`src/rtl/adder_pkg.sv`:
```
// Shared types for the byte-serial add/subtract sequencer.
package adder_pkg;
    localparam int BYTE_W = 8;

    typedef enum logic [1:0] {
        IDLE = 2'd0,
        RUN  = 2'd1,
        DONE = 2'd2
    } state_t;
endpackage

```
`src/rtl/byte_serial_adder_add8.sv`:
```
// 8-bit ripple-carry adder used as the single shared byte datapath.
module add8
    import adder_pkg::*;
(
    input  logic [BYTE_W-1:0] i_a,
    input  logic [BYTE_W-1:0] i_b,
    input  logic              i_ci,
    output logic [BYTE_W-1:0] o_s,
    output logic              o_co
);
    logic [BYTE_W:0] w_full;

    assign w_full = {1'b0, i_a} + {1'b0, i_b} + {{BYTE_W{1'b0}}, i_ci};
    assign o_s    = w_full[BYTE_W-1:0];
    assign o_co   = w_full[BYTE_W];
endmodule

```
`src/rtl/byte_serial_adder.sv`:
```
// Multi-precision add/subtract: one byte per cycle through a shared add8,
// LSB first, with the carry held in a register between cycles.
module byte_serial_adder
    import adder_pkg::*;
#(
    parameter int NBYTES = 4
) (
    input  logic                     clk,
    input  logic                     rst,
    input  logic                     in_valid,
    output logic                     in_ready,
    input  logic [BYTE_W*NBYTES-1:0] a,
    input  logic [BYTE_W*NBYTES-1:0] b,
    input  logic                     cin,
    input  logic                     sub,
    output logic                     out_valid,
    input  logic                     out_ready,
    output logic [BYTE_W*NBYTES-1:0] sum,
    output logic                     cout,
    output logic                     ovf
);
    localparam int W    = BYTE_W * NBYTES;
    localparam int IDXW = (NBYTES > 1) ? $clog2(NBYTES) : 1;
    localparam logic [IDXW-1:0] LAST = IDXW'(NBYTES - 1);

    state_t          r_state;
    state_t          w_next;
    logic [W-1:0]    r_a;
    logic [W-1:0]    r_b;
    logic            r_sub;
    logic            r_carry;
    logic [IDXW-1:0] r_idx;
    logic [W-1:0]    r_sum;
    logic            r_cout;
    logic            r_ovf;

    logic [IDXW+2:0]   w_off;
    logic [BYTE_W-1:0] w_a_byte;
    logic [BYTE_W-1:0] w_b_byte;
    logic [BYTE_W-1:0] w_s;
    logic              w_co;
    logic              w_last;

    assign w_off    = {r_idx, 3'b000};
    assign w_a_byte = r_a[w_off +: BYTE_W];
    assign w_b_byte = r_b[w_off +: BYTE_W] ^ {BYTE_W{r_sub}};
    assign w_last   = (r_idx == LAST);

    add8 u_add8 (
        .i_a  (w_a_byte),
        .i_b  (w_b_byte),
        .i_ci (r_carry),
        .o_s  (w_s),
        .o_co (w_co)
    );

    always_ff @(posedge clk or posedge rst) begin
        if (rst) r_state <= IDLE;
        else     r_state <= w_next;
    end

    always_comb begin
        w_next = r_state;
        unique case (r_state)
            IDLE:    if (in_valid) w_next = RUN;
            RUN:     if (w_last) w_next = DONE;
            DONE:    if (out_ready) w_next = IDLE;
            default: w_next = IDLE;
        endcase
    end

    always_ff @(posedge clk or posedge rst) begin
        if (rst) begin
            r_a     <= '0;
            r_b     <= '0;
            r_sub   <= 1'b0;
            r_carry <= 1'b0;
            r_idx   <= '0;
            r_sum   <= '0;
            r_cout  <= 1'b0;
            r_ovf   <= 1'b0;
        end else begin
            unique case (r_state)
                IDLE: begin
                    if (in_valid) begin
                        r_a     <= a;
                        r_b     <= b;
                        r_sub   <= sub;
                        r_carry <= sub | cin;
                        r_idx   <= '0;
                    end
                end
                RUN: begin
                    r_sum[w_off +: BYTE_W] <= w_s;
                    r_carry                <= w_co;
                    // idx parks on the last byte instead of wrapping
                    if (w_last) begin
                        r_cout <= w_co;
                        r_ovf  <= (w_a_byte[BYTE_W-1] == w_b_byte[BYTE_W-1]) &&
                                  (w_s[BYTE_W-1] != w_a_byte[BYTE_W-1]);
                    end else begin
                        r_idx <= r_idx + 1'b1;
                    end
                end
                default: ;
            endcase
        end
    end

    assign in_ready  = (r_state == IDLE);
    assign out_valid = (r_state == DONE);
    assign sum       = r_sum;
    assign cout      = r_cout;
    assign ovf       = r_ovf;
endmodule

```
`config.mk`:
```
export PLATFORM = sky130hd
export DESIGN_NAME = byte_serial_adder
export DESIGN_NICKNAME = d
export VERILOG_FILES = /design/src/rtl/adder_pkg.sv /design/src/rtl/byte_serial_adder_add8.sv /design/src/rtl/byte_serial_adder.sv
export SDC_FILE = /design/constraint.sdc
export NUM_CORES = 1
export LEC_CHECK = 0
export ABC_AREA = 1
export BUFFER_PORTS_ARGS = -buffer_cell sky130_fd_sc_hd__buf_2
export CAP_MARGIN = 20
export CORE_UTILIZATION = 50
export CTS_BUF_LIST = sky130_fd_sc_hd__clkbuf_4 sky130_fd_sc_hd__clkbuf_8
export DETAILED_ROUTE_END_ITERATION = 8
export HOLD_SLACK_MARGIN = 0.06
export PLACE_DENSITY = 0.71
export SETUP_SLACK_MARGIN = 0.2
export SYNTH_ARGS = -nofsm -noshare
export SYNTH_HDL_FRONTEND = slang
export SYNTH_HIERARCHICAL = 1
export SYNTH_SLANG_ARGS = --single-unit
```
`constraint.sdc`:
```
create_clock -name clk -period 3.11 [get_ports clk]
set_input_delay 0.1555 -clock clk [delete_from_list [all_inputs] [get_ports clk]]
set_output_delay 0.1555 -clock clk [all_outputs]
set_load 0.02 [all_outputs]
```
==> out/qor.yml, run 1 <==
outcome: "completed"
place.gp.congestion: 0.900
antenna_found_initial: 0
first_pass_iters: 5
antenna_cells: 0
cts_max_path_buffers: 2
fin_crit_ps: 2660
ant_nets: 0
post-dp-hpwl_microns: 8890
die_y_microns: 103
grt_usage_pct: 26.2
r2r_end: "sum[11]"
dp_cells: 854
io-pin-count: 106
insertion_delay_ps: 380
crit_fanout: 26
syn_avg_cell_area_sq_um: 8.07
drv_slew: 0
synth_area_sq_um: 5120
dieArea_sq_um: 10700
fmax_mhz: 376
setup_slack_ps: 452
ys_async_sr_fraction_pct: 100
finalSetupViolCount: 0
hp-class: "in -> reg"
hold_viol_final: 0
utilization_pct: 66.9
worstPathArrival_ps: 2950
fin_worst_skew_ps: 12.9
cp-end-kind: "flop"
worstPathRequired_ps: 3400
drt_drc_violations_left: 0
synth_area_leader_cell: "dfrtp_1"
htreeDepth: 3
routedWlPerCell_microns: 14.0
port_buffers: 105
via_per_inst: 5.09
nets: 885
fin_tns_setup_ps: 0
rows: 36
grt_pass1_vias: 4435
wl_microns: 13100
synth_edf_count: 0
cts_root_buf: "clkbuf_8"
vias: 4771
grt_max_degree: 67
pre_cts_slack_ps: 272
critical_path_class: "reg -> reg"
slew_headroom_pct: 55.6
cellLeakagePower_nw: 3.57
synth_ff_type: "dfrtp_1"
numCtsBuffers: 9
min_period_over_period_pct: 85.5
final_cells: 937
rsz0062_at_grt: "false"
hp-start: "in_valid"
worstMarginPinSlew_ps: 666
core_sq_um: 9860
synth_seq_cells: 104
grt_pass1_wl_microns: 21200
min_to: "r_a[19]"
synth_commonest_cells: "nand2_1 (289), dfrtp_1 (104), o21ai_0 (55), nand3_1 (43), inv_1 (30)"
r2r_slack_ps: 450
synth_top_area_share_pct: 50.8
area_delta_synth_final_pct: 28.8
die_width_microns: 103
start_util_pct: 51.9
rr_worst_depth: 10
first_iter_violations: 247
ys_warn_count: 6
reg2reg_from: "r_idx[0]"
whs_ps: 349
path_clk_slew_ps: 90
startpoint_type: "flop"
power_density_nw_per_um2: 1140
synth.distinct_cells: 33
drv_cap: 0
drive_gt1_share_pct: 18.3
ys_top_cells_by_area: "dfrtp_1 (51%), nand2_1 (21%), o21ai_0 (5.4%), nand3_1 (4.2%), ha_1 (2.9%)"
holdPathStages: 5
cts.sinks: 104
synthesis.nets: 719
overflow: 0
synth_seq_area_share_pct: 50.8
cts_tree: "yes"
syn_inst: 635
yosysMostFrequentCell: "nand2_1"
vdd_drop_max_mv: 0.519
-- kinds of logic after synthesis --
logic type | count (synthesis) | synth area share (%)
DFF | 104 | 50.8
adders and majority gates | 14 | 3.71
and+or+nand+nor | 363 | 29.4
xor gates and xnor gates | 10 | 1.71
buffers and inverters | 64 | 5.89
AOI/OAI and AO/OA | 80 | 8.50
-- critical path, cell delays in order (launching register included) --
cell and delay (ps):
dfrtp_1 410, buf_6 190, buf_4 300, o21ai_0 150, o22ai_1 300, ha_1 340
nand2_1 100, nand3_2 100, xor2_1 290, nand3_1 180, o21ai_0 210
-- registers in the layout, indices dropped and copies added (netlist names) --
signal and count:
r_state 2, ovf 1, sum 32, r_idx 2
cout 1, r_a 32, r_b 32, r_sub 1
r_carry 1
-- timing repair --
action / 4_1_cts / 5_1_grt
setup endpoints to repair: 0 / 13
hold buffers: 68 / 0
gates resized for setup: 0 / 6
setup buffers: 0 / 1
endpoints found under the hold margin: 109 / 0
-- routing by layer --
metal / vias to the layer above / track usage, % / share of wire [%]
met5: - / 0 / 0
met4: 0 / 8.78 / 1.9
met3: 22 / 4.70 / 4.3
met2: 131 / 43.0 / 48
met1: 2264 / 35.4 / 45
li1: 2354 / - / -
-- worst max-delay path by stage --
stage	startpoint	to	slack, ps	depth (start not counted)
after floorplan	rst	cout	220	1
after global placement	r_idx[1]	sum[6]	350	15
after detailed placement	r_idx[1]	sum[6]	270	15
after CTS	r_idx[1]	sum[6]	240	15
after global routing	r_idx[0]	ovf	220	16
final	r_idx[0]	sum[11]	450	10
-- layout by cell type, fill, tap and decap left out, drive strengths merged, types with 7 or more instances in the layout --
cell / n
xor2: 9
o21ai: 59
buf: 116
a21boi: 7
dlygate4sd3: 68
inv: 34
dfrtp: 104
clkbuf: 9
nand2: 290
ha: 12
nor2: 23
nand3: 44
o22ai: 8
-- stage by stage --
| stage | area [sq um] | power, mW |
|---|---|---|
| finish | 6600 | 7.54 |
| global route | 6600 | 8.29 |
| CTS | 6580 | 7.50 |
| detailed placement | 5740 | 6.68 |
| global placement | 5740 | 6.60 |
| floorplan | 5120 | 5.54 |
-- where the power goes --
part / leakage [nW] / total [mW] / internal [mW] / switching, mW
clock: 0.0732 / 0.730 / 0.282 / 0.448
combinational: 2.16 / 4.47 / 1.58 / 2.89
sequential: 1.34 / 2.34 / 1.95 / 0.397
-- final cells by class --
type | count | area (sq um)
tap | 133 | 166
fill | 811 | 3270
clock buffer | 9 | 124
clock inverter | 5 | 36.3
multi-input combinational | 467 | 2230
sequential | 104 | 2600
timing repair buffer | 184 | 1310
inverter | 35 | 136
(Power assumes the default switching activity.)
==> run 2: changes to the inputs <==
--- a/config.mk
+++ b/config.mk
@@ -5,14 +5,15 @@
 export SDC_FILE = /design/constraint.sdc
 export NUM_CORES = 1
 export LEC_CHECK = 0
-export ABC_AREA = 1
 export BUFFER_PORTS_ARGS = -buffer_cell sky130_fd_sc_hd__buf_2
 export CAP_MARGIN = 20
-export CORE_UTILIZATION = 50
+export CELL_PAD_IN_SITES_DETAIL_PLACEMENT = 1
+export CELL_PAD_IN_SITES_GLOBAL_PLACEMENT = 2
+export CORE_UTILIZATION = 39
 export CTS_BUF_LIST = sky130_fd_sc_hd__clkbuf_4 sky130_fd_sc_hd__clkbuf_8
 export DETAILED_ROUTE_END_ITERATION = 8
 export HOLD_SLACK_MARGIN = 0.06
-export PLACE_DENSITY = 0.71
+export PLACE_DENSITY = 0.8
 export SETUP_SLACK_MARGIN = 0.2
 export SYNTH_ARGS = -nofsm -noshare
 export SYNTH_HDL_FRONTEND = slang
==> out/qor.yml, run 2 <==
outcome: "completed"
synth.distinct_cells: 41  # +24%
syn_inst: 323  # -49%
core_sq_um: 12000  # +21%
syn_avg_cell_area_sq_um: 14.8  # +83%
die_width_microns: 113  # +9.1%
ys_async_sr_fraction_pct: 100  # unchanged
crit_fanout: 4  # -85%
synth_commonest_cells: "dfrtp_1 (104), mux2_2 (67), a22o_1 (33), mux4_2 (16), ha_1 (12)"
crit_family: "adder cells"
final_cell_mix: "buf_2 (105), dfrtp_1 (103), mux2_2 (67), dlygate4sd3_1 (67), a22o_1 (33)"
ys_top_cells_by_area: "dfrtp_1 (55%), mux2_2 (16%), mux4_2 (7.5%), a22o_1 (6.1%), ha_1 (3.1%)"
antenna_found_initial: 0  # unchanged
grt_pass1_wl_microns: 20400  # -3.8%
vias: 3459  # -27%
yosysMostFrequentCell: "dfrtp_1"
insertion_delay_ps: 370  # about the same
cp-end-kind: "flop"
nets: 586  # -34%
final_common_cell: "buf_2"
port_buffers: 105  # unchanged
synth_ff_type: "dfrtp_1"
fin_tns_setup_ps: 0  # unchanged
dieArea_sq_um: 12700  # +19%
cts_tree: "yes"
cts.sinks: 104  # unchanged
wl_microns: 12800  # -2.7%
ant_nets: 0  # unchanged
cts_root_buf: "clkbuf_8"
setup_slack_ps: 236  # -216 ps
synth_area_leader_cell: "dfrtp_1"
overflow: 0  # unchanged
slowest_stage: "mux4_2"
htreeDepth: 3  # unchanged
drt_drc_violations_left: 0  # unchanged
die_y_microns: 113  # +9.1%
grt_pass1_vias: 3748  # -15%
first_iter_violations: 87  # -65%
antenna_cells: 0  # unchanged
rows: 40  # +11%
worstMarginPinSlew_ps: 898  # +232 ps
area_delta_synth_final_pct: 35.2
hold_viol_final: 0  # unchanged
first_pass_iters: 6  # +1
cp_common_cell: "fa_2"
hp-class: "in -> reg"
synth_top_area_share_pct: 54.5  # +3.7 points
critical_path_class: "reg -> reg"
synth_seq_area_share_pct: 54.5  # +3.7 points
worstPathRequired_ps: 3380  # -20 ps
fin_crit_ps: 2870  # +216 ps
synthesis.nets: 407  # -43%
fmax_mhz: 348  # -7.5%
start_util_pct: 39.9  # -12 points
via_per_inst: 5.31  # +4.4%
place.gp.congestion: 0.745  # -17%
slew_headroom_pct: 40.0  # -16 points
routedWlPerCell_microns: 19.6  # +40%
worstPathArrival_ps: 3140  # +190 ps
path_clk_slew_ps: 100  # about the same
crit_chain: "mux4_2 -> xor2_1 -> fa_2 -> fa_2 -> a21oi_4 -> o21bai_2 -> xor2_2 -> buf_4 -> a22o_1"
min_period_over_period_pct: 92.4  # +6.9 points
pre_cts_slack_ps: -58.1  # -330 ps
synth_area_sq_um: 4770  # -6.8%
post-dp-hpwl_microns: 8610  # -3.2%
synth_seq_cells: 104  # unchanged
fillers: 1211  # +49%
fin_worst_skew_ps: 13.8  # +0.931 ps
whs_ps: 210  # -139 ps
drv_slew: 0  # unchanged
drive_gt1_share_pct: 46.4  # +28 points
startpoint_type: "flop"
io-pin-count: 106  # unchanged
grt_usage_pct: 21.4  # -4.9 points
synth_edf_count: 0  # unchanged
numCtsBuffers: 9  # unchanged
rsz0062_at_grt: "true"
slowest_delay_ps: 530  # +120 ps
critPathBufInv: 1  # -1
cts_max_path_buffers: 2  # unchanged
drv_cap: 0  # unchanged
ys_warn_count: 6  # unchanged
finalSetupViolCount: 0  # unchanged
grt_max_degree: 69  # +3.0%
## run 2: kinds of logic after synthesis
| logic type | count (synthesis) | synth area share (%) |
|---|---|---|
| adder cells (fa/ha/maj) | 14 | 3.98 |
| multiplexers | 83 | 23.3 |
| AO/OA/AOI/OAI | 51 | 8.70 |
| XOR/XNOR | 12 | 2.36 |
| buffers and inverters | 23 | 2.31 |
| AND/OR/NAND/NOR | 36 | 4.80 |
| flip-flops | 104 | 54.5 |
## run 2: area by class of cell
type,count,area (sq um),area share [%]
clock buffers,10,138,2.13
clock inverters,3,68.8,1.07
inverters,8,33.8,0.523
multi-input cells,196,2130,32.9
flip-flops and latches,104,2600,40.3
well taps,147,184,2.85
repair buffers,183,1300,20.2
## run 2: worst register-to-register path: stages, from the launching register on
cell	delay (ps)
dfrtp_2	440
mux4_2	530
xor2_1	180
fa_2	420
fa_2	390
a21oi_4	160
o21bai_2	100
xor2_2	180
buf_4	160
a22o_1	210
## run 2: final timing paths
| kind | from | end | slack, ps | cells after the start |
|---|---|---|---|---|
| setup / recovery | r_idx[0] | sum[28] | 240 | 9 |
| hold / removal | cin | r_carry | 210 | 5 |
| setup reg to reg | r_idx[0] | sum[28] | 240 | 9 |
| hold reg to reg | sum[12] | sum[12] | 510 | 1 |
| max in group asynchronous | rst | sum[21] | 1590 | 4 |
| min in group asynchronous | rst | r_a[1] | 500 | 3 |
## run 2: metrics by stage
stage,util (%),instances,cell area [sq um]
floorplan,-,323,4790
global placement,45.9,569,5500
detailed placement,45.9,569,5500
CTS,53.6,650,6410
global route,54.0,651,6460
finish,54.0,651,6460
## run 2: layer usage
layer,GRT usage (%),vias to the layer above,share of wire (%),routed length [microns]
met5,0,-,0,0
met4,7.20,0,1.4,179
met3,2.86,12,3.3,428
met2,37.2,90,52,6590
met1,27.6,1801,44,5590
li1,-,1556,-,-
## run 2: what timing repair did
action,in CTS,in global routing
resized for setup,8,9
cloned,0,0
setup buffers,1,1
endpoints found under the setup margin,16,20
pin swaps,4,4
hold buffers,67,0
endpoints found under the hold margin,103,0
Power of run 2 is left out: the tool's default activity adds up to more than one toggle a clock period on the data nets, which glitch-free logic cannot reach.
==> run 3: changes to the inputs <==
==> constraint.sdc (replaced) <==
create_clock -name clk -period 3.11 [get_ports clk]
set_input_delay 0.622 -clock clk [delete_from_list [all_inputs] [get_ports clk]]
set_output_delay 0.622 -clock clk [all_outputs]
set_load 0.02 [all_outputs]
==> out/qor.yml, run 3 (same netlist as run 2, synthesis figures left out) <==
r2r_end: "sum[29]"
die_width_microns: 113  # unchanged
worstPathRequired_ps: 3370  # about the same
rsz0062_at_grt: "true"
start_util_pct: 39.9  # unchanged
rows: 40  # unchanged
nets: 525  # -10%
crit_fanout: 5  # +1
ant_nets: 0  # unchanged
drt_drc_violations_left: 0  # unchanged
first_iter_violations: 80  # -8.0%
slowest_delay_ps: 510  # -20 ps
cp-end-kind: "flop"
startpoint_type: "flop"
worstSetupPathDepth: 8  # -1
fmax_mhz: 349  # +0.26%
antenna_found_initial: 0  # unchanged
dieArea_sq_um: 12700  # unchanged
first_pass_iters: 4  # -2
grt_pass1_vias: 3495  # -6.8%
vias: 3149  # -9.0%
grt_use_met3_pct: 3.46  # +0.59 points
die_y_microns: 113  # unchanged
hold_viol_final: 0  # unchanged
slowest_stage: "mux4_2"
fin_tns_setup_ps: 0  # unchanged
grt_usage_pct: 19.7  # -1.6 points
reg2reg_from: "r_idx[0]"
numCtsBuffers: 9  # unchanged
grt_max_degree: 69  # unchanged
met1_usage_pct: 25.9  # -1.7 points
insertion_delay_ps: 380  # about the same
overflow: 0  # unchanged
drive_gt1_share_pct: 54.5  # +8.1 points
antenna_cells: 0  # unchanged
dp_cells: 570  # +0.18%
outcome: "completed"
post-dp-hpwl_microns: 8560  # -0.56%
busiest_layer: "met2"
path_clk_slew_ps: 100  # about the same
rr_worst_depth: 8  # -1
slew_headroom_pct: 40.8  # +0.79 points
final_common_cell: "buf_2"
critical_path_class: "reg -> reg"
final_cells: 593  # -8.9%
r2r_slack_ps: 240  # about the same
crit_chain: "buf_6 -> mux4_2 -> xor2_1 -> ha_1 -> inv_2 -> a311o_1 -> a311o_2 -> a22o_1"
final_cell_mix: "buf_2 (105), dfrtp_1 (103), mux2_2 (67), a22o_1 (33), mux4_2 (16)"
wl_microns: 11400  # -11%
finalSetupViolCount: 0  # unchanged
drv_cap: 0  # unchanged
htreeDepth: 3  # unchanged
drv_slew: 0  # unchanged
routedWlPerCell_microns: 19.2  # -2.0%
core_sq_um: 12000  # unchanged
place.gp.congestion: 0.767  # +2.9%
crit_start: "r_idx[0]"
crit_family: "compound AO/OA/AOI/OAI gates"
fillers: 1212  # +0.083%
fin_worst_skew_ps: 17.4  # +3.53 ps
min_period_over_period_pct: 92.2  # -0.24 points
endpoint: "sum[29]"
cts.sinks: 104  # unchanged
io-pin-count: 106  # unchanged
cts_root_buf: "clkbuf_8"
fin_crit_ps: 2870  # -7.58 ps
grt_pass1_wl_microns: 18900  # -7.7%
area_delta_synth_final_pct: 24.1
hp-class: "in -> async"
worstPathArrival_ps: 3130  # about the same
via_per_inst: 5.31  # about the same
port_buffers: 105  # unchanged
cts_max_path_buffers: 2  # unchanged
critPathBufInv: 2  # +1
worstMarginPinSlew_ps: 886  # -11.8 ps
cts_tree: "yes"
grt_util_met2_pct: 33.1  # -4.1 points
-- run 3: cell types whose count changed in the layout (fill, tap and decap cells not counted), moves of 2 or more --
| cell | previous run | this run |
|---|---|---|
| dlygate4sd3_1 | 67 | 0 |
| clkbuf_8 | 10 | 12 |
| buf_12 | 1 | 4 |
| buf_4 | 8 | 11 |
-- run 3: per-stage QoR --
stage / hold WS, ps / util, % / instance area [sq um] / worst slack [ps]
after detailed placement: 482 / 46.4 / 5550 / 117
after CTS: 420 / 48.8 / 5840 / 213
final: 412 / 49.5 / 5920 / 244
after global placement: 483 / 46.4 / 5550 / 176
after floorplan: 475 / - / 4800 / 254
after global routing: 428 / 49.5 / 5920 / 162
-- run 3: per-layer routing --
layer | vias up | share of wire, %
met5 | - | 0
met4 | 0 | 1.5
met3 | 12 | 4.0
met2 | 83 | 49
met1 | 1616 | 45
li1 | 1438 | -
-- run 3: worst register-to-register path, stage by stage (launching register included) --
cell and delay [ps]:
dfrtp_2 450, buf_6 130, mux4_2 510, xor2_1 170, ha_1 400, inv_2 80
a311o_1 370, a311o_2 420, a22o_1 240
-- run 3: timing repair --
item	4_1_cts	5_1_grt
gates cloned	0	0
pin swaps	0	6
resized for setup	1	11
endpoints found under the hold margin	0	0
setup endpoints to repair	16	19
setup buffers	3	4
hold buffers	0	0
-- run 3: area by class of cell --
type	count	area (sq um)	area share, %
clock inverters	4	98.8	1.67
well taps	147	184	3.10
inverters	8	33.8	0.570
flip-flops and latches	104	2600	43.9
clock buffers	12	165	2.79
repair buffers	122	711	12.0
multi-input cells	196	2130	35.9
-- run 3: worst min-delay path by stage --
stage | from | endpoint | slack [ps] | cells after the start
after floorplan | r_a[22] | r_a[22] | 480 | 1
after global placement | sum[10] | sum[10] | 480 | 1
after detailed placement | sum[9] | sum[9] | 480 | 1
after CTS | out_ready | r_state[1] | 420 | 2
after global routing | out_ready | r_state[1] | 430 | 2
final | rst | sum[21] | 410 | 2
Power of run 3 is left out for the same reason.
